[src/rtl/if_id_ctrl_pkg.sv]
// Shared definitions for the IF/ID pipeline controller: default widths,
// the decode-stage NOP and the head/skid buffer state encoding.
package if_id_ctrl_pkg;

    localparam int DEF_WORD_WIDTH = 32;
    localparam int DEF_CNT_WIDTH  = 16;

    localparam logic [31:0] NOP_INST = 32'h0000_0013;

    typedef enum logic [1:0] {
        ST_EMPTY = 2'b00,
        ST_ONE   = 2'b01,
        ST_FULL  = 2'b10
    } buf_state_e;

    function automatic logic holds_beat(input buf_state_e st);
        return st != ST_EMPTY;
    endfunction

endpackage

[src/rtl/if_id_ctrl_if.sv]
// IFU/IDU handshake bundle for the IF/ID controller. The master modport is the
// pipeline side driving fetch, decode-ready and hazard controls.
interface if_id_ctrl_if
    import if_id_ctrl_pkg::*;
#(
    parameter int WORD_WIDTH = DEF_WORD_WIDTH,
    parameter int CNT_WIDTH  = DEF_CNT_WIDTH
) ();

    logic                  if_valid_i;
    logic [WORD_WIDTH-1:0] if_inst_i;
    logic [WORD_WIDTH-1:0] if_pc_i;
    logic                  if_ready_o;
    logic                  id_valid_o;
    logic [WORD_WIDTH-1:0] id_inst_o;
    logic [WORD_WIDTH-1:0] id_pc_o;
    logic                  id_ready_i;
    logic                  stall_i;
    logic                  flush_i;
    logic [CNT_WIDTH-1:0]  stall_cnt_o;
    logic [CNT_WIDTH-1:0]  flush_cnt_o;

    modport master (
        output if_valid_i, if_inst_i, if_pc_i, id_ready_i, stall_i, flush_i,
        input  if_ready_o, id_valid_o, id_inst_o, id_pc_o, stall_cnt_o, flush_cnt_o
    );

    modport slave (
        input  if_valid_i, if_inst_i, if_pc_i, id_ready_i, stall_i, flush_i,
        output if_ready_o, id_valid_o, id_inst_o, id_pc_o, stall_cnt_o, flush_cnt_o
    );

endinterface

[src/rtl/if_id_ctrl_skid.sv]
// Head/skid storage for the IF/ID buffer: two load-enabled instruction/PC
// registers; the head refills either from the incoming beat or from the skid.
module pipe_skid_buf #(
    parameter int WORD_WIDTH = 32
) (
    input  logic                  clk,
    input  logic                  rst_n,
    input  logic                  head_ld_i,
    input  logic                  head_from_skid_i,
    input  logic                  skid_ld_i,
    input  logic [WORD_WIDTH-1:0] in_inst_i,
    input  logic [WORD_WIDTH-1:0] in_pc_i,
    output logic [WORD_WIDTH-1:0] head_inst_o,
    output logic [WORD_WIDTH-1:0] head_pc_o
);

    logic [WORD_WIDTH-1:0] head_inst_q;
    logic [WORD_WIDTH-1:0] head_pc_q;
    logic [WORD_WIDTH-1:0] skid_inst_q;
    logic [WORD_WIDTH-1:0] skid_pc_q;

    // Head and skid registers, each updated only under its load enable.
    always_ff @(posedge clk or negedge rst_n) begin
        if (!rst_n) begin
            head_inst_q <= {WORD_WIDTH{1'b0}};
            head_pc_q   <= {WORD_WIDTH{1'b0}};
            skid_inst_q <= {WORD_WIDTH{1'b0}};
            skid_pc_q   <= {WORD_WIDTH{1'b0}};
        end else begin
            if (head_ld_i) begin
                head_inst_q <= head_from_skid_i ? skid_inst_q : in_inst_i;
                head_pc_q   <= head_from_skid_i ? skid_pc_q   : in_pc_i;
            end
            if (skid_ld_i) begin
                skid_inst_q <= in_inst_i;
                skid_pc_q   <= in_pc_i;
            end
        end
    end

    assign head_inst_o = head_inst_q;
    assign head_pc_o   = head_pc_q;

endmodule

[src/rtl/if_id_ctrl.sv]
// IF-to-ID pipeline controller: 2-entry in-order beat buffer with stall/flush
// handling and saturating stall/flush event counters.
module if_id_ctrl
    import if_id_ctrl_pkg::*;
#(
    parameter int WORD_WIDTH = DEF_WORD_WIDTH,
    parameter int CNT_WIDTH  = DEF_CNT_WIDTH
) (
    input  logic         clk,
    input  logic         rst_n,
    if_id_ctrl_if.slave  bus
);

    localparam logic [WORD_WIDTH-1:0] NOP_W = WORD_WIDTH'(NOP_INST);
    localparam logic [CNT_WIDTH-1:0]  CNT_MAX = {CNT_WIDTH{1'b1}};

    buf_state_e            state_q;
    logic [CNT_WIDTH-1:0]  stall_cnt_q;
    logic [CNT_WIDTH-1:0]  flush_cnt_q;

    logic                  if_ready_s;
    logic                  id_valid_s;
    logic                  enq_s;
    logic                  deq_s;
    logic                  head_ld_s;
    logic                  head_from_skid_s;
    logic                  skid_ld_s;
    logic [WORD_WIDTH-1:0] head_inst_s;
    logic [WORD_WIDTH-1:0] head_pc_s;

    // rst_n gates ready so the IFU sees 0 throughout reset and 1 right after release.
    assign if_ready_s = rst_n & (state_q != ST_FULL) & ~bus.flush_i;
    assign id_valid_s = holds_beat(state_q) & ~bus.stall_i;
    assign enq_s      = bus.if_valid_i & if_ready_s;
    assign deq_s      = id_valid_s & bus.id_ready_i & ~bus.flush_i;

    // Storage load enables derived from the current occupancy and handshakes.
    always_comb begin
        head_ld_s        = 1'b0;
        head_from_skid_s = 1'b0;
        skid_ld_s        = 1'b0;
        case (state_q)
            ST_EMPTY: head_ld_s = enq_s;
            ST_ONE: begin
                if (enq_s && !deq_s) begin
                    skid_ld_s = 1'b1;
                end else if (enq_s && deq_s) begin
                    head_ld_s = 1'b1;
                end else begin
                    head_ld_s = 1'b0;
                end
            end
            ST_FULL: begin
                head_ld_s        = deq_s;
                head_from_skid_s = 1'b1;
            end
            default: head_ld_s = 1'b0;
        endcase
    end

    // Occupancy FSM; flush overrides every other event.
    always_ff @(posedge clk or negedge rst_n) begin
        if (!rst_n) begin
            state_q <= ST_EMPTY;
        end else if (bus.flush_i) begin
            state_q <= ST_EMPTY;
        end else begin
            case (state_q)
                ST_EMPTY: if (enq_s) state_q <= ST_ONE;
                ST_ONE: begin
                    if (enq_s && !deq_s)      state_q <= ST_FULL;
                    else if (deq_s && !enq_s) state_q <= ST_EMPTY;
                end
                ST_FULL:  if (deq_s) state_q <= ST_ONE;
                default:  state_q <= ST_EMPTY;
            endcase
        end
    end

    // Saturating event counters; a flush only counts when it discards a beat.
    always_ff @(posedge clk or negedge rst_n) begin
        if (!rst_n) begin
            stall_cnt_q <= {CNT_WIDTH{1'b0}};
            flush_cnt_q <= {CNT_WIDTH{1'b0}};
        end else begin
            if (bus.stall_i && (stall_cnt_q != CNT_MAX)) begin
                stall_cnt_q <= stall_cnt_q + CNT_WIDTH'(1'b1);
            end
            if (bus.flush_i && (state_q != ST_EMPTY) && (flush_cnt_q != CNT_MAX)) begin
                flush_cnt_q <= flush_cnt_q + CNT_WIDTH'(1'b1);
            end
        end
    end

    pipe_skid_buf #(
        .WORD_WIDTH (WORD_WIDTH)
    ) u_skid (
        .clk              (clk),
        .rst_n            (rst_n),
        .head_ld_i        (head_ld_s),
        .head_from_skid_i (head_from_skid_s),
        .skid_ld_i        (skid_ld_s),
        .in_inst_i        (bus.if_inst_i),
        .in_pc_i          (bus.if_pc_i),
        .head_inst_o      (head_inst_s),
        .head_pc_o        (head_pc_s)
    );

    assign bus.if_ready_o  = if_ready_s;
    assign bus.id_valid_o  = id_valid_s;
    assign bus.id_inst_o   = id_valid_s ? head_inst_s : NOP_W;
    assign bus.id_pc_o     = id_valid_s ? head_pc_s : {WORD_WIDTH{1'b0}};
    assign bus.stall_cnt_o = stall_cnt_q;
    assign bus.flush_cnt_o = flush_cnt_q;

endmodule

[src/flat_wrapper.sv]
// flat-port wrapper written by rule: the top's interface ports become plain ports
module if_id_ctrl_flat import if_id_ctrl_pkg::*;
#(
    parameter int WORD_WIDTH = DEF_WORD_WIDTH,
    parameter int CNT_WIDTH  = DEF_CNT_WIDTH
)
  (clk, rst_n, bus_if_valid_i, bus_if_inst_i, bus_if_pc_i, bus_id_ready_i, bus_stall_i, bus_flush_i, bus_if_ready_o, bus_id_valid_o, bus_id_inst_o, bus_id_pc_o, bus_stall_cnt_o, bus_flush_cnt_o);
  if_id_ctrl_if #(.WORD_WIDTH(WORD_WIDTH), .CNT_WIDTH(CNT_WIDTH)) bus_i ();
  input  logic clk;
  input  logic rst_n;
  input wire logic [$bits(bus_i.if_valid_i)-1:0] bus_if_valid_i;
  input wire logic [$bits(bus_i.if_inst_i)-1:0] bus_if_inst_i;
  input wire logic [$bits(bus_i.if_pc_i)-1:0] bus_if_pc_i;
  input wire logic [$bits(bus_i.id_ready_i)-1:0] bus_id_ready_i;
  input wire logic [$bits(bus_i.stall_i)-1:0] bus_stall_i;
  input wire logic [$bits(bus_i.flush_i)-1:0] bus_flush_i;
  output wire logic [$bits(bus_i.if_ready_o)-1:0] bus_if_ready_o;
  output wire logic [$bits(bus_i.id_valid_o)-1:0] bus_id_valid_o;
  output wire logic [$bits(bus_i.id_inst_o)-1:0] bus_id_inst_o;
  output wire logic [$bits(bus_i.id_pc_o)-1:0] bus_id_pc_o;
  output wire logic [$bits(bus_i.stall_cnt_o)-1:0] bus_stall_cnt_o;
  output wire logic [$bits(bus_i.flush_cnt_o)-1:0] bus_flush_cnt_o;
  assign bus_i.if_valid_i = bus_if_valid_i;
  assign bus_i.if_inst_i = bus_if_inst_i;
  assign bus_i.if_pc_i = bus_if_pc_i;
  assign bus_i.id_ready_i = bus_id_ready_i;
  assign bus_i.stall_i = bus_stall_i;
  assign bus_i.flush_i = bus_flush_i;
  assign bus_if_ready_o = bus_i.if_ready_o;
  assign bus_id_valid_o = bus_i.id_valid_o;
  assign bus_id_inst_o = bus_i.id_inst_o;
  assign bus_id_pc_o = bus_i.id_pc_o;
  assign bus_stall_cnt_o = bus_i.stall_cnt_o;
  assign bus_flush_cnt_o = bus_i.flush_cnt_o;
  if_id_ctrl #(.WORD_WIDTH(WORD_WIDTH), .CNT_WIDTH(CNT_WIDTH)) u_core (.clk(clk), .rst_n(rst_n), .bus(bus_i));
endmodule
[config.mk]
export PLATFORM = sky130hd
export DESIGN_NAME = if_id_ctrl_flat
export DESIGN_NICKNAME = d
export VERILOG_FILES = /design/src/rtl/if_id_ctrl_pkg.sv /design/src/rtl/if_id_ctrl_if.sv /design/src/rtl/if_id_ctrl_skid.sv /design/src/rtl/if_id_ctrl.sv /design/src/flat_wrapper.sv
export SDC_FILE = /design/constraint.sdc
export NUM_CORES = 1
export LEC_CHECK = 0
export CAP_MARGIN = 20
export CORE_ASPECT_RATIO = 1.4
export CORE_MARGIN = 2
export CORE_UTILIZATION = 40
export DETAILED_ROUTE_END_ITERATION = 8
export PLACE_DENSITY = 0.69
export SLEW_MARGIN = 20
export SYNTH_ARGS = -nofsm -noshare
export SYNTH_HDL_FRONTEND = slang
export SYNTH_SLANG_ARGS = --single-unit
export TNS_END_PERCENT = 30
[constraint.sdc]
create_clock -name clk -period 2.4 [get_ports clk]
set_input_delay 0.24 -clock clk [delete_from_list [all_inputs] [get_ports clk]]
set_output_delay 0.24 -clock clk [all_outputs]
set_load 0.02 [all_outputs]
# [After elaboration in Yosys (flattened, before gate mapping)]
# Index checks and enable logic that the tools add are counted.
[op_classes] addsub=2 n_mul=0 div=0 magnitude_cmp=0 n_eq_ne=8 n_shift=0 mux=16 bitwise=8 n_reduce_logical=11
[ops] op="32-bit two-way mux" n=4
[ops] op="16-bit by 1-bit adder with 16-bit output (second input constant)" n=2
[ops] op="16-bit != test (second input constant)" n=2
[ops] op="2-bit two-way mux" n=5
[ops] op="1-bit bitwise AND" n=6
[ops] op="1-bit logical AND" n=6
[ops] op="3-bit by 2-bit != test with 1-bit output (second input constant)" n=2
[ops] op="2-bit case mux with 3 select lines" n=1
[ops] op="1-bit two-way mux" n=5
[ops] op="4-bit by 2-bit != test with 1-bit output (second input constant)" n=1
[ops] op="1-bit case mux with 3 select lines" n=1
[ops] op="3-bit AND reduction" n=1
[ops] op="2-bit by 1-bit equality test with 1-bit output (second input constant)" n=1
[ops] op="2-bit equality test (second input constant)" n=1
[ops] op="1-bit logical NOT" n=2
[ops] op="2-bit logical NOT" n=1
[ops] op="2-bit != test (second input constant)" n=1
[ops] op="1-bit inverter" n=2
[ops] op="2-bit nonzero test" n=1
[word_totals] reg_bits=162 latchBits=0 ram_bits=0 rom_bits=0 input_bits=70 out_inout_bits=98 wordCells=52 n_memories=0

# [Longest topological paths before layout]
# Gate-level depths: netlist (run 1).
[logic_depth] depth_word=10 ltp_mapped=11 ltp_nobuf=8

# [Cells and area by module]
# A second synthesis (run 1) with hierarchy kept.
[unflattened] hier_cells=656 hier_area_um2=7566.0
[modules_own_cells] module="pipe_skid_buf" n_inst=1 cells_per_inst=412 area_each_um2=5363.9 seq_area_each_um2=3203.1
[modules_own_cells] module="if_id_ctrl" n_inst=1 cells_per_inst=244 area_each_um2=2202.1 seq_area_each_um2=850.8

# [Worst setup path after synthesis (run 1)]
# No wires, ideal clock.
[synth_path] path_kind="register to register" start="register u_core.state_q[0]" end="register u_core.u_skid.skid_inst_q[0]" setup_time_ps=125 arrival_ps=2240 required_ps=2275 setup_slack_ps=35 path_stages_with_launch=11 path_buffers=4 synth_period_minus_slack_ps=2365 cell_sequence="dfrtp_1 -> nand2b_1 -> clkbuf_1 -> buf_4 -> and3_1 -> and2_1 -> ha_1 -> nand2_1 -> buf_2 -> buf_2 -> mux2_2"
[synth_via] elab_cells_between_ends=13 classes_between="eq/ne (2); mux (2); bitwise (6); reduce/logical (3)"
[synth_lines] item="from (decl)" line_no="if_id_ctrl.sv:17" text="buf_state_e state_q;"
[synth_lines] item="from (signal assigned)" line_no="if_id_ctrl.sv:64" text="state_q <= ST_EMPTY;"
[synth_lines] item="from (signal assigned)" line_no="if_id_ctrl.sv:66" text="state_q <= ST_EMPTY;"
[synth_lines] item="from (signal assigned)" line_no="if_id_ctrl.sv:69" text="ST_EMPTY: if (enq_s) state_q <= ST_ONE;"
[synth_lines] item="2-bit != test" line_no="if_id_ctrl.sv:32" text="assign if_ready_s = rst_n & (state_q != ST_FULL) & ~bus.flush_i;"
[synth_lines] item="1-bit bitwise AND (2 in a row)" line_no="if_id_ctrl.sv:32"
[synth_lines] item="net bus_if_ready_o" line_no="flat_wrapper.sv:17" text="output wire logic [$bits(bus_i.if_ready_o)-1:0] bus_if_ready_o;"
[synth_lines] item="1-bit bitwise AND" line_no="if_id_ctrl.sv:34" text="assign enq_s = bus.if_valid_i & if_ready_s;"
[synth_lines] item="1-bit logical AND" line_no="if_id_ctrl.sv:45" text="if (enq_s && !deq_s) begin"
[synth_lines] item="1-bit two-way mux" line_no="if_id_ctrl.sv:45"
[synth_lines] item="1-bit two-way mux" line_no="if_id_ctrl.sv:42" text="case (state_q)"
[synth_lines] item="to (signal assigned)" line_no="if_id_ctrl_skid.sv:27" text="skid_inst_q <= {WORD_WIDTH{1'b0}};"
[synth_lines] item="to (signal assigned)" line_no="if_id_ctrl_skid.sv:35" text="skid_inst_q <= in_inst_i;"
[synth_lines] item="to (decl)" line_no="if_id_ctrl_skid.sv:19" text="logic [WORD_WIDTH-1:0] skid_inst_q;"
# The timed path passes the listed nets, and every way through them passes these cells.
# A chain may end at the register's enable or synchronous reset.

# [Final worst setup path (run 1)]
[layout_path] start="register u_core.state_q[0]" end="output port bus_id_pc_o[3]"
[layout_via] elab_chain_cells=3
[layout_lines] item="2-bit nonzero test" line_no="if_id_ctrl_pkg.sv:17" text="return st != ST_EMPTY;"
[layout_lines] item="1-bit bitwise AND" line_no="if_id_ctrl.sv:33" text="assign id_valid_s = holds_beat(state_q) & ~bus.stall_i;"
[layout_lines] item="32-bit two-way mux" line_no="if_id_ctrl.sv:112" text="assign bus.id_pc_o = id_valid_s ? head_pc_s : {WORD_WIDTH{1'b0}};"
[layout_lines] item="to (decl)" line_no="flat_wrapper.sv:20" text="output wire logic [$bits(bus_i.id_pc_o)-1:0] bus_id_pc_o;"
# Every way passes these cells.

==> impl_metrics.ini, run 1 <==
[outcome]
status = finished, violations left
violations = hold timing

[finish]
fillers = 1540
diodes = 0
drive_gt1_share_pct = 14.41
multi_input_area_sq_um = 3168
regArea_sq_um = 4055
nets = 887
syn_to_final_growth_pct = 35.26
final_core_util_pct = 55.35

[synth]
netlist_area_sq_um = 7395
ys_seq_area_share_pct = 54.82
synthDistinctLibCells = 35
synth_warnings = 0
synth-seq-cells = 162
syn_area_per_cell_sq_um = 11.41
postSynthCellCount = 648
synth_nets = 722

[setup_path]
critPathKind = reg -> out
critPathTopFamily = buffers and inverters
cpMaxStageDelayCell = clkdlybuf4s50_1
critical_path_arrival_ns = 2.08
end_kind = primary output
worstPathRequired_ns = 2.16
cp_cell_sequence = nor2_4, nor2_4, buf_12, and2_1, clkdlybuf4s50_1
crit_buf_inv = 2
critPathMaxFanout = 36
max_stage_delay_ns = 0.61
timing.critical_path.mode_cell = nor2_4
startpoint_type = flop

[placement]
globalplace.congestion = 0.7750
io_buffers = 167
dpl.hpwl_um = 11830

[route]
ant_nets = 0
vias = 5404
drc = 0
routed_wl_um = 17270
drt-pass1-iter-count = 4
drtIter0Drc = 323
vias_per_cell = 5.069
wl_per_cell_um = 16.20

[sta]
finalCriticalPeriod_ns = 2.323
setup_violations = 0
fin_skew_ns = 0.006207
hold_ws_ns = -0.008429
max_freq_mhz = 430.5
fin_crit_sh_pct = 96.78
drv_slew = 0
slew_headroom_pct = 41.37
finalHoldViolCount = 10
tightestPinTransition_ns = 0.8795

[grt]
grt_pass1_vias = 5663
grt_usage_pct = 18.10
antenna_found_initial = 0
grt_pass1_wl_um = 27970
grt_overflow_total = 0
grt_max_degree = 164

[floorplanning]
io_pins = 168
placementRows = 58
die_w_um = 118.9
die_y_um = 164.9
start_util_pct = 40.92
core_sq_um = 18070
design.die.area_sq_um = 19610

[clocking]
clock_path_buffers = 2
numCtsBuffers = 17
path_clk_slew_ns = 0.06
cts-htree-levels = 4
clock_latency_ns = 0.42
cts_root_buf = clkbuf_16
cts-hold-fix-buffers = 0
cts_sinks = 162
cts_tree = built

[pwr]
power.density_nw_per_um2 = 776.9
ir_drop_uv = 397.7
cellLeakagePower_nw = 5.028

[job]
drv_cap = 0

[min_path]
hp-class = in -> async
==> metrics by stage <==
step | setup TNS (ns) | setup slack [ns] | cell area, sq um | total power [mW] | cells
after global placement | 0 | 0.1727 | 9389 | 5.200 | 1034
after global routing | -0.0003655 | -0.0003655 | 10000 | 8.205 | 1066
final | 0 | 0.07718 | 10000 | 7.771 | 1066
after floorplan | 0 | 0.03526 | 7395 | 4.561 | 648
after CTS | 0 | 0.03603 | 9951 | 7.874 | 1066
after detailed placement | 0 | 0.1318 | 9389 | 5.305 | 1034
==> synthesized netlist by cell type <==
cell type | n | area [sq um]
dfrtp_1 | 162 | 4054
nor2_1 | 74 | 277.8
a21oi_1 | 70 | 350.3
mux2_2 | 66 | 743.2
mux2i_1 | 66 | 660.6
and2_1 | 64 | 400.4
buf_2 | 27 | 135.1
nand3_1 | 18 | 90.09
xnor2_1 | 14 | 122.6
nand2_1 | 13 | 48.80
xor2_1 | 11 | 96.34
and3_1 | 10 | 62.56
nor3_1 | 9 | 45.04
clkbuf_1 | 7 | 26.28
inv_1 | 7 | 26.28
ha_1 | 4 | 50.05
or3_1 | 3 | 18.77
and4_1 | 2 | 17.52
nand2b_1 | 2 | 12.51
nand3b_1 | 2 | 15.01
nand4_1 | 2 | 12.51
o21ai_0 | 2 | 10.01
a211oi_1 | 1 | 7.510
a211oi_2 | 1 | 12.51
a22o_1 | 1 | 8.760
a31oi_1 | 1 | 6.260
buf_4 | 1 | 7.510
buf_6 | 1 | 11.26
mux2_1 | 1 | 11.26
nand3_2 | 1 | 10.01
nor2b_1 | 1 | 6.260
nor4_1 | 1 | 6.260
o2111a_1 | 1 | 11.26
o21ai_2 | 1 | 8.760
or3_4 | 1 | 11.26
==> power by group <==
| part | internal (mW) | switching (mW) | total [mW] |
|---|---|---|---|
| registers | 3.34 | 0.387 | 3.73 |
| clock network | 1.48 | 1.05 | 2.53 |
| logic | 0.822 | 0.688 | 1.51 |
| total | 5.64 | 2.13 | 7.77 |
==> worst reg2reg max path: cells and delay by family, from the launching register on <==
family	cells	cell delay, ns
AOI/OAI and AO/OA	1	0.43
adders and majority gates	1	0.21
DFF	1	0.43
muxes	1	0.37
and+or+nand+nor	2	0.56
==> registers in the layout (all words and copies together) (netlist names) <==
name                       cells
u_core.state_q                 2
u_core.bus.flush_cnt_o        16
u_core.u_skid.skid_inst_q     32
u_core.u_skid.head_pc_o       32
u_core.bus.stall_cnt_o        16
u_core.u_skid.head_inst_o     32
u_core.u_skid.skid_pc_q       32
==> placed cells by master, fill, tap and decap left out, types with 2 or more instances in the layout <==
cell,netlist,layout
ha_1,4,4
and4_1,2,2
and3_1,10,10
clkinv_2,0,2
a21oi_1,70,70
xor2_1,11,11
buf_12,0,5
clkbuf_8,0,2
nand4_1,2,2
buf_6,1,3
nor2_1,74,72
mux2i_1,66,66
or3_1,3,3
clkbuf_1,7,5
dlymetal6s2s_1,0,19
inv_1,7,7
clkinvlp_4,0,4
o21ai_0,2,2
and2_1,64,64
dfrtp_1,162,161
mux2_2,66,66
nor3_1,9,9
clkbuf_16,0,17
nand2_1,13,12
clkdlybuf4s50_1,0,146
buf_4,1,8
nor2_4,0,2
nand3b_1,2,2
xnor2_1,14,14
nand3_1,18,18
==> logic make-up after synthesis <==
family / count (synthesis) / synth area share [%]
compound gates: 78 / 5.618
xor+xnor: 25 / 2.961
fa+ha+maj: 4 / 0.6768
buf+inv: 43 / 2.792
flops: 162 / 54.82
mux: 133 / 19.14
simple gates: 203 / 13.99
==> final timing paths <==
kind	slack, ns	cells after the start	end	startpoint
max in group asynchronous	1.75	2	u_core.u_skid.head_inst_o[1]	rst_n
hold / removal	-0.008	2	u_core.bus.flush_cnt_o[2]	rst_n
hold reg to reg	0.49	1	u_core.bus.flush_cnt_o[15]	u_core.bus.flush_cnt_o[15]
setup reg to reg	0.28	5	u_core.bus.stall_cnt_o[1]	u_core.bus.stall_cnt_o[0]
min in group clk	0.31	5	u_core.state_q[0]	rst_n
setup / recovery	0.08	5	bus_id_pc_o[3]	u_core.state_q[0]
==> area by class of cell <==
type | count | share of cell area [%]
clock buffer | 24 | 4.716
timing repair buffer | 182 | 19.01
tap | 240 | 3.002
multi-input combinational | 443 | 31.67
sequential | 162 | 40.54
inverter | 7 | 0.2627
clock inverter | 8 | 0.7881
==> metal layers <==
metal	up-vias	track usage, %	wire, um
met5	-	0	0
met2	135	31.92	9060
met3	31	4.109	718
met4	0	8.009	462
li1	2559	-	-
met1	2679	21.06	7025
==> what timing repair did <==
| item | CTS | global route |
|---|---|---|
| gates resized for setup | 5 | 19 |
| endpoints found under the setup margin | 60 | 19 |
| setup buffers | 0 | 0 |
| cloned | 0 | 0 |
| pin swaps | 0 | 0 |
(Power assumes the default switching activity.)
==> inputs of run 2 (changes only) <==
--- a/config.mk
+++ b/config.mk
@@ -10,7 +10,9 @@
 export CORE_MARGIN = 2
 export CORE_UTILIZATION = 40
 export DETAILED_ROUTE_END_ITERATION = 8
+export HOLD_SLACK_MARGIN = 0.03
 export PLACE_DENSITY = 0.69
+export REMOVE_ABC_BUFFERS = 1
 export SLEW_MARGIN = 20
 export SYNTH_ARGS = -nofsm -noshare
 export SYNTH_HDL_FRONTEND = slang
==> run 2 against run 1 <==
  * The run still ends with hold timing left
  * Register-to-register slack about the same
  * Non-clock buffer count down 4
  * Setup slack better by 0.0057 ns
  * Count of clock-buffer cells in the layout down 6
  * Sequential power about the same
  * Sequential share of layout area down 0.52 points
  * Utilization up 0.74 points
  * Die area unchanged
  * Routed wire length down 1.8%
  * Via count down 0.56%
  * Largest cell class unchanged
==> impl_metrics.ini, run 2 (synthesis results as in run 1) <==
[outcome]
status = finished, violations left
violations = hold timing

[route]
drt-pass1-iter-count = 5
drtIter0Drc = 260
wl_per_cell_um = 15.96
ant_nets = 0
vias = 5374
drc = 0
routed_wl_um = 16960
vias_per_cell = 5.056

[sta]
fin_crit_sh_pct = 96.55
slew_headroom_pct = 42.66
fin_tns_setup_ns = 0
hold_ws_ns = -0.02179
fin_skew_ns = 0.007078
finalCriticalPeriod_ns = 2.317
setup_violations = 0
max_freq_mhz = 431.6
drv_slew = 0
rsz0062_at_grt = no
setup_ws_ns = 0.08284
finalHoldViolCount = 16
tightestPinTransition_ns = 0.8601

[grt]
grt_pass1_vias = 5610
grt_pass1_wl_um = 27440
grt_overflow_total = 0
grt_max_degree = 164
grt_usage_pct = 17.59
antenna_found_initial = 0

[job]
drv_cap = 0

[clocking]
path_clk_slew_ns = 0.06
cts_tree = built
clock_path_buffers = 2
numCtsBuffers = 17
cts-htree-levels = 4
cts-hold-fix-buffers = 0
clock_latency_ns = 0.42
cts_sinks = 162
cts_root_buf = clkbuf_16

[pwr]
power.density_nw_per_um2 = 788.7
power.internal_mw = 5.804
switching_share_pct = 27.40
pwr-share-seq_pct = 46.6
power_switching_mw = 2.191
ir_drop_uv = 520.5
p_comb_share_pct = 18.7
cellLeakagePower_nw = 5.640
clkPwrFrac_pct = 34.7

[placement]
dp_cells = 1030
globalplace.congestion = 0.7733
post-place-ws_ns = 0.1166
io_buffers = 167
dpl.hpwl_um = 11240

[finish]
nets = 883
syn_to_final_growth_pct = 37.07
final_common_cell = dfrtp_1
final_core_util_pct = 56.09
fin_cells = 1063
final_cell_mix = dfrtp_1 (160), clkdlybuf4s50_1 (107), nor2_1 (72), a21oi_1 (70)
drive_gt1_share_pct = 14.60

[setup_path]
max_stage_delay_ns = 0.60
critPathMaxFanout = 30
critical_path_arrival_ns = 2.08
critPathTopFamily = buffers and inverters
cp_cell_sequence = nor2_2, nor2_4, buf_12, and2_1, clkdlybuf4s50_1
critPathKind = reg -> out
end_kind = primary output
worstPathRequired_ns = 2.16
startpoint_type = flop
cpMaxStageDelayCell = clkdlybuf4s50_1
crit_buf_inv = 2

[floorplanning]
placementRows = 58
io_pins = 168
die_w_um = 118.9
die_y_um = 164.9
design.die.area_sq_um = 19610
core_sq_um = 18070
start_util_pct = 40.92

[min_path]
hp-class = in -> async
## run 2: cell types whose count changed in the layout (fill, tap and decap cells not counted), moves of 3 or more
cell | previous run | this run
clkbuf_1 | 5 | 1
dlygate4sd2_1 | 1 | 9
dlymetal6s2s_1 | 19 | 50
buf_12 | 5 | 8
buf_4 | 8 | 2
clkdlybuf4s50_1 | 146 | 107
## run 2: worst paths after layout
check                                           start                             to  slack, ns  depth (start not counted)
hold / removal                                  rst_n      u_core.bus.flush_cnt_o[7]      -0.02                          2
setup reg to reg            u_core.bus.stall_cnt_o[0]      u_core.bus.stall_cnt_o[1]       0.29                          5
max in group asynchronous                       rst_n  u_core.u_skid.skid_inst_q[20]       1.79                          2
min in group clk                                rst_n              u_core.state_q[0]       0.29                          5
setup / recovery                    u_core.state_q[1]              bus_id_inst_o[14]       0.08                          5
hold reg to reg            u_core.bus.stall_cnt_o[11]     u_core.bus.stall_cnt_o[11]       0.49                          1
## run 2: cell type report
class | instances | area (sq um)
tap | 240 | 300.3
sequential | 162 | 4056
clock inverter | 14 | 180.2
clock buffer | 18 | 429.2
multi-input combinational | 443 | 3168
inverter | 7 | 26.28
fill | 1501 | 7934
timing repair buffer | 178 | 1973
antenna | 1 | 2.502
## run 2: worst register-to-register path, stage by stage (launching register included)
cell,delay (ns)
dfrtp_1,0.43
ha_1,0.21
nand3_2,0.12
or3_4,0.43
o21ai_2,0.42
mux2_1,0.37
## run 2: what timing repair did
item                                    CTS  global route
buffers inserted                          0             0
pin swaps                                 0             0
gates resized for setup                  12            50
endpoints found under the setup margin   61            50
## run 2: stage by stage
| step | cell area (sq um) | total power, mW |
|---|---|---|
| after floorplan | 7214 | 4.554 |
| after global placement | 9402 | 5.189 |
| after detailed placement | 9402 | 5.301 |
| after CTS | 10000 | 8.111 |
| after global routing | 10130 | 8.433 |
| final | 10140 | 7.994 |
## run 2: per-layer routing
layer / vias to the layer above / GRT usage (%) / wire length, um
li1: 2552 / - / -
met2: 145 / 30.25 / 8538
met1: 2644 / 20.48 / 7034
met3: 33 / 5.525 / 1046
met5: - / 0 / 0
met4: 0 / 6.926 / 345
## run 2: power by group through the flow
stage	combinational [mW]	sequential, mW	clock [mW]
finish	1.50	3.73	2.77
global route	1.65	3.81	2.97
CTS	1.53	3.73	2.85
detailed placement	1.53	3.77	0
global placement	1.46	3.73	0
floorplan	0.787	3.77	0
==> RTL edit 1: new RTL, settings of run 2 <==
`DEF_WORD_WIDTH`: 32 -> 16.
--- a/src/rtl/if_id_ctrl_pkg.sv
+++ b/src/rtl/if_id_ctrl_pkg.sv
@@ -4,3 +4,3 @@
 
-    localparam int DEF_WORD_WIDTH = 32;
+    localparam int DEF_WORD_WIDTH = 16;
     localparam int DEF_CNT_WIDTH  = 16;
Ports: changed (resized bus_id_inst_o, bus_id_pc_o, bus_if_inst_i and bus_if_pc_i); port bits go from 168 to 104. No check against the original RTL was run, so the function may have changed too.
==> RTL edit 1 against run 2 <==
  * Largest power group unchanged
  * Worst setup slack improved by 0.048 ns
  * Critical path type unchanged
  * Design area is 40% lower
  * Final cell count shrank 38%
  * Sequential cell count is 64 lower
  * Synthesized area fell by 38%
  * Sequential share of layout area increased by 0.11 points
  * Wire length is 42% lower
  * Power shrank 40%
  * Core utilization is 1.6 points lower
  * Die area is 37% lower
  * Hold slack better by 0.52 ns
==> RTL edit 1: results (changes against run 2) <==
[routing]
wl_per_cell_um = 14.8  ; was 16.0 um
wirelength_mm = 9.77  ; was 17.0 mm
drt_pass1_iterations = 4  ; was 5
wl_met3_um = 393  ; was 1.05 mm

[clock_tree]
cts_setup_buffers = 1  ; was 0
numCtsBuffers = 9  ; was 17
post_cts_resized = 2  ; was 12
cts.htree.levels = 3  ; was 4

[grt]
grt_usage_pct = 16.8  ; was 17.6%
grt_pass1_vias = 3317  ; was 5,610
grt_util_met3_pct = 3.58  ; was 5.52%
grt_pass1_wl_mm = 16.1  ; was 27.4 mm
grt_max_degree = 65  ; was 164

[placement]
io_buffer_count = 103  ; was 167
place_ws_ns = 0.154  ; was 0.117 ns
place_congestion = 0.786  ; was 0.773

[logic_synthesis]
synth-compound-area-share_pct = 5.29  ; was 5.62%
yosysUniqueCellTypes = 37  ; was 35
synth_fa_ha_area_share_pct = 1.10  ; was 0.677%
syn_avg_cell_area_um2 = 11.2  ; was 11.4 um^2
synthXorXnorAreaFrac_pct = 4.42  ; was 2.96%
synthTopCellsByCount = 98 x dfrtp_1, 47 x nor2_1, 37 x mux2_2  ; was 162 x dfrtp_1, 74 x nor2_1, 70 x a21oi_1

[sta]
max_slew_margin_pct = 55.4  ; was 42.7%
clock_skew_ns = 0.00644  ; was 0.00708 ns

[run_status]
status = finished, final reports clean  ; was finished, violations left

[worst_setup_path]
crit_end = bus_id_pc_o[6]  ; was bus_id_inst_o[14]
cp_max_fo = 23  ; was 30
startpoint = u_core.state_q[0]  ; was u_core.state_q[1]

[final_layout]
fillCellCount = 1029  ; was 1,501
nNetsFinal = 553  ; was 883
drive_gt1_share_pct = 14.3  ; was 14.6%

[hold_path]
hp-class = reg -> reg  ; was in -> async

[pwr]
switching_power_mw = 1.37  ; was 2.19 mW
ir_drop_mv = 0.343  ; was 0.520 mV
p_leak_nw = 2.81  ; was 5.64 nW

[RTL edit 1: cell count changes after synthesis, moves of 5 or more]
cell | run 2 | this run
mux2i_1 | 66 | 32
buf_1 | 0 | 9
mux2_2 | 66 | 37
buf_2 | 27 | 4
dfrtp_1 | 162 | 98
and2_1 | 64 | 30
a21oi_1 | 70 | 36
nand3_1 | 18 | 13
and3_1 | 10 | 4
nor2_1 | 74 | 47
nand4_1 | 2 | 11
[RTL edit 1: cell type report]
type | count | area [um^2] | share of cell area (%)
clock buffer | 9 | 225 | 3.68
clock inverter | 7 | 83.8 | 1.37
inverter | 4 | 15.0 | 0.246
multi-input combinational | 285 | 2020 | 33.0
sequential | 98 | 2450 | 40.1
tap | 144 | 180 | 2.95
timing repair buffer | 113 | 1140 | 18.7
[RTL edit 1: power by group through the flow]
stage	clock, mW	combinational [mW]	sequential (mW)
detailed placement	0	1.04	2.29
global route	1.59	1.12	2.32
global placement	0	1.00	2.27
finish	1.47	1.03	2.26
floorplan	0	0.493	2.33
CTS	1.52	1.05	2.26
==> RTL edit 2: new RTL, settings of run 2 <==
Made on the original files. Encoding of `buf_state_e`: now one-hot (3 bits for 3 states).
--- a/src/rtl/if_id_ctrl_pkg.sv
+++ b/src/rtl/if_id_ctrl_pkg.sv
@@ -9,6 +9,6 @@
 
-    typedef enum logic [1:0] {
-        ST_EMPTY = 2'b00,
-        ST_ONE   = 2'b01,
-        ST_FULL  = 2'b10
+    typedef enum logic [2:0] {
+        ST_EMPTY = 3'b001,
+        ST_ONE   = 3'b010,
+        ST_FULL  = 3'b100
     } buf_state_e;
Check against the original RTL: same outputs for any inputs over 4 cycles, from zero or initial values and one cycle with rst_n low; so few cycles prove little.
==> RTL edit 2 against run 2 <==
  * Sequential cell count rose by 1
  * Combinational power shrank 29%
  * Synthesized area increased by 4.7%
  * Wire length grew 3.4%
  * Design area up 2.5%
  * Worst setup slack improved by 0.013 ns
  * Power is 11% lower
  * Global-route usage up 0.37 points
==> RTL edit 2: results (changes against run 2) <==
[logic_synthesis]
yosysUniqueCellTypes = 44  ; was 35
netlist_top_cells_area = dfrtp_1 52%, mux2_1 16%, mux2_2 13%, and2_1 5.0%, xor2_1 1.9%  ; was dfrtp_1 55%, mux2_2 10%, mux2i_1 8.9%, and2_1 5.4%, a21oi_1 4.7%
synthTopCellsByCount = 162 x dfrtp_1, 111 x mux2_1, 86 x mux2_2  ; was 162 x dfrtp_1, 74 x nor2_1, 70 x a21oi_1
syn_avg_cell_area_um2 = 13.3  ; was 11.4 um^2
ys_seq_area_share_pct = 52.7  ; was 54.8%

[final_layout]
antenna_cells = 0  ; was 1
final_cells = 1021  ; was 1,063
nNetsFinal = 834  ; was 883
drive_gt1_share_pct = 19.1  ; was 14.6%

[routing]
wl_met3_um = 920  ; was 1.05 mm
viasPerCell = 5.12  ; was 5.06
drt_iter0_drc = 229  ; was 260
wl_met2_mm = 9.20  ; was 8.54 mm
wirelength_met1_mm = 7.22  ; was 7.03 mm
final_antenna_net_count = 0  ; unchanged
maxUsedRoutingLayer = met4  ; unchanged
drt_pass1_iterations = 4  ; was 5
wirelength_mm = 17.5  ; was 17.0 mm

[grt]
met2_usage_pct = 31.7  ; was 30.3%
grt_max_degree = 69  ; was 164
grt_util_met3_pct = 4.55  ; was 5.52%
grt_usage_pct = 18.0  ; was 17.6%
grt_pass1_wl_mm = 29.2  ; was 27.4 mm
grt_pass1_vias = 5765  ; was 5,610
met1_usage_pct = 21.4  ; was 20.5%

[pwr]
ir_drop_mv = 0.396  ; was 0.520 mV
comb_power_mw = 1.07  ; was 1.50 mW
switching_power_mw = 1.86  ; was 2.19 mW
clockPowerShare_pct = 38.6  ; was 34.7%
p_leak_nw = 4.86  ; was 5.64 nW

[worst_setup_path]
r2r_setup_slack_ns = 0.11  ; was 0.29 ns
worstReg2RegStart = u_core.state_q[0]  ; was u_core.bus.stall_cnt_o[0]
critPathArrivalTime_ns = 2.06  ; was 2.08 ns
reg2reg_to = u_core.u_skid.head_pc_o[31]  ; was u_core.bus.stall_cnt_o[1]
critPathMaxStageDelay_ns = 0.58  ; was 0.60 ns
r2r_cells = 8  ; was 5
cp_max_fo = 63  ; was 30
cpLargestDelayFamily = flip-flops  ; was buffers and inverters
crit_end = bus_id_inst_o[22]  ; was bus_id_inst_o[14]
slowest_stage = dfstp_2  ; was clkdlybuf4s50_1

[clock_tree]
post_cts_resized = 66  ; was 12
clock_latency_ns = 0.42  ; about the same
cts_max_path_buffers = 2  ; unchanged
cts_hold_buffers = 1  ; was 0
ctsRootBufferMaster = clkbuf_16  ; unchanged
clkTransAtPathRegs_ns = 0.07
cts.htree.levels = 4  ; unchanged
cts_setup_buffers = 0  ; unchanged

[placement]
dp_hpwl_mm = 12.2  ; was 11.2 mm
place_ws_ns = -0.0454  ; was 0.117 ns
place_inst = 988  ; was 1,030
place_congestion = 0.822  ; was 0.773

[sta]
max_slew_margin_pct = 51.1  ; was 42.7%
clock_skew_ns = 0.00905  ; was 0.00708 ns
finalCritPeriodShare_pct = 96.0  ; was 96.5%

[run_status]
status = finished, final reports clean  ; was finished, violations left

-- RTL edit 2: cell count changes after synthesis, moves of 6 or more --
cell            run 2  this run
a21oi_1            70         7
and3_1             10         1
buf_2              27        10
mux2_1              1       111
mux2_2             66        86
mux2i_1            66         0
nand3_1            18        10
nand4_1             2         9
nor2_1             74        11
xnor2_1            14         6
xor2_1             11        17
-- RTL edit 2: worst min-delay path by stage --
stage,cells after the start,slack [ns],to,from
5_1_grt,3,0.41,u_core.bus.flush_cnt_o[7],rst_n
4_1_cts,3,0.38,u_core.bus.flush_cnt_o[15],rst_n
3_3_place_gp,2,0.27,u_core.bus.flush_cnt_o[7],rst_n
3_5_place_dp,2,0.27,u_core.bus.flush_cnt_o[15],rst_n
6_report,3,0.39,u_core.bus.flush_cnt_o[15],rst_n
2_1_floorplan,0,-0.06,u_core.bus.flush_cnt_o[0],rst_n
-- RTL edit 2: per-stage QoR --
step           setup TNS [ns]  hold WS (ns)  power (mW)  area, um^2
2_1_floorplan         -404.91       -0.0556        3.86        7590
3_3_place_gp                0         0.269        4.40        9840
3_5_place_dp            -1.58         0.266        4.47        9840
4_1_cts                     0         0.375        7.24       10400
5_1_grt                     0         0.412        7.48       10400
6_report                    0         0.388        7.14       10400
-- RTL edit 2: cell families (layout without fill, tap and decap cells) --
logic type                 after synthesis  in the layout  synth area share [%]
AOI/OAI and AO/OA                       18             18                  1.73
xor gates and xnor gates                23             23                  2.60
adders and majority gates                4              4                 0.646
buffers and inverters                   33            223                  2.15
DFF                                    163            163                  52.7
muxes                                  197            197                  28.6
and+or+nand+nor                        145            145                  11.5
-- RTL edit 2: final cells by class --
type	instances	area (um^2)
clock inverter	12	144
timing repair buffer	187	1850
sequential	163	4080
fill	1677	8680
inverter	4	15.0
tap	248	310
clock buffer	20	457
multi-input combinational	387	3540
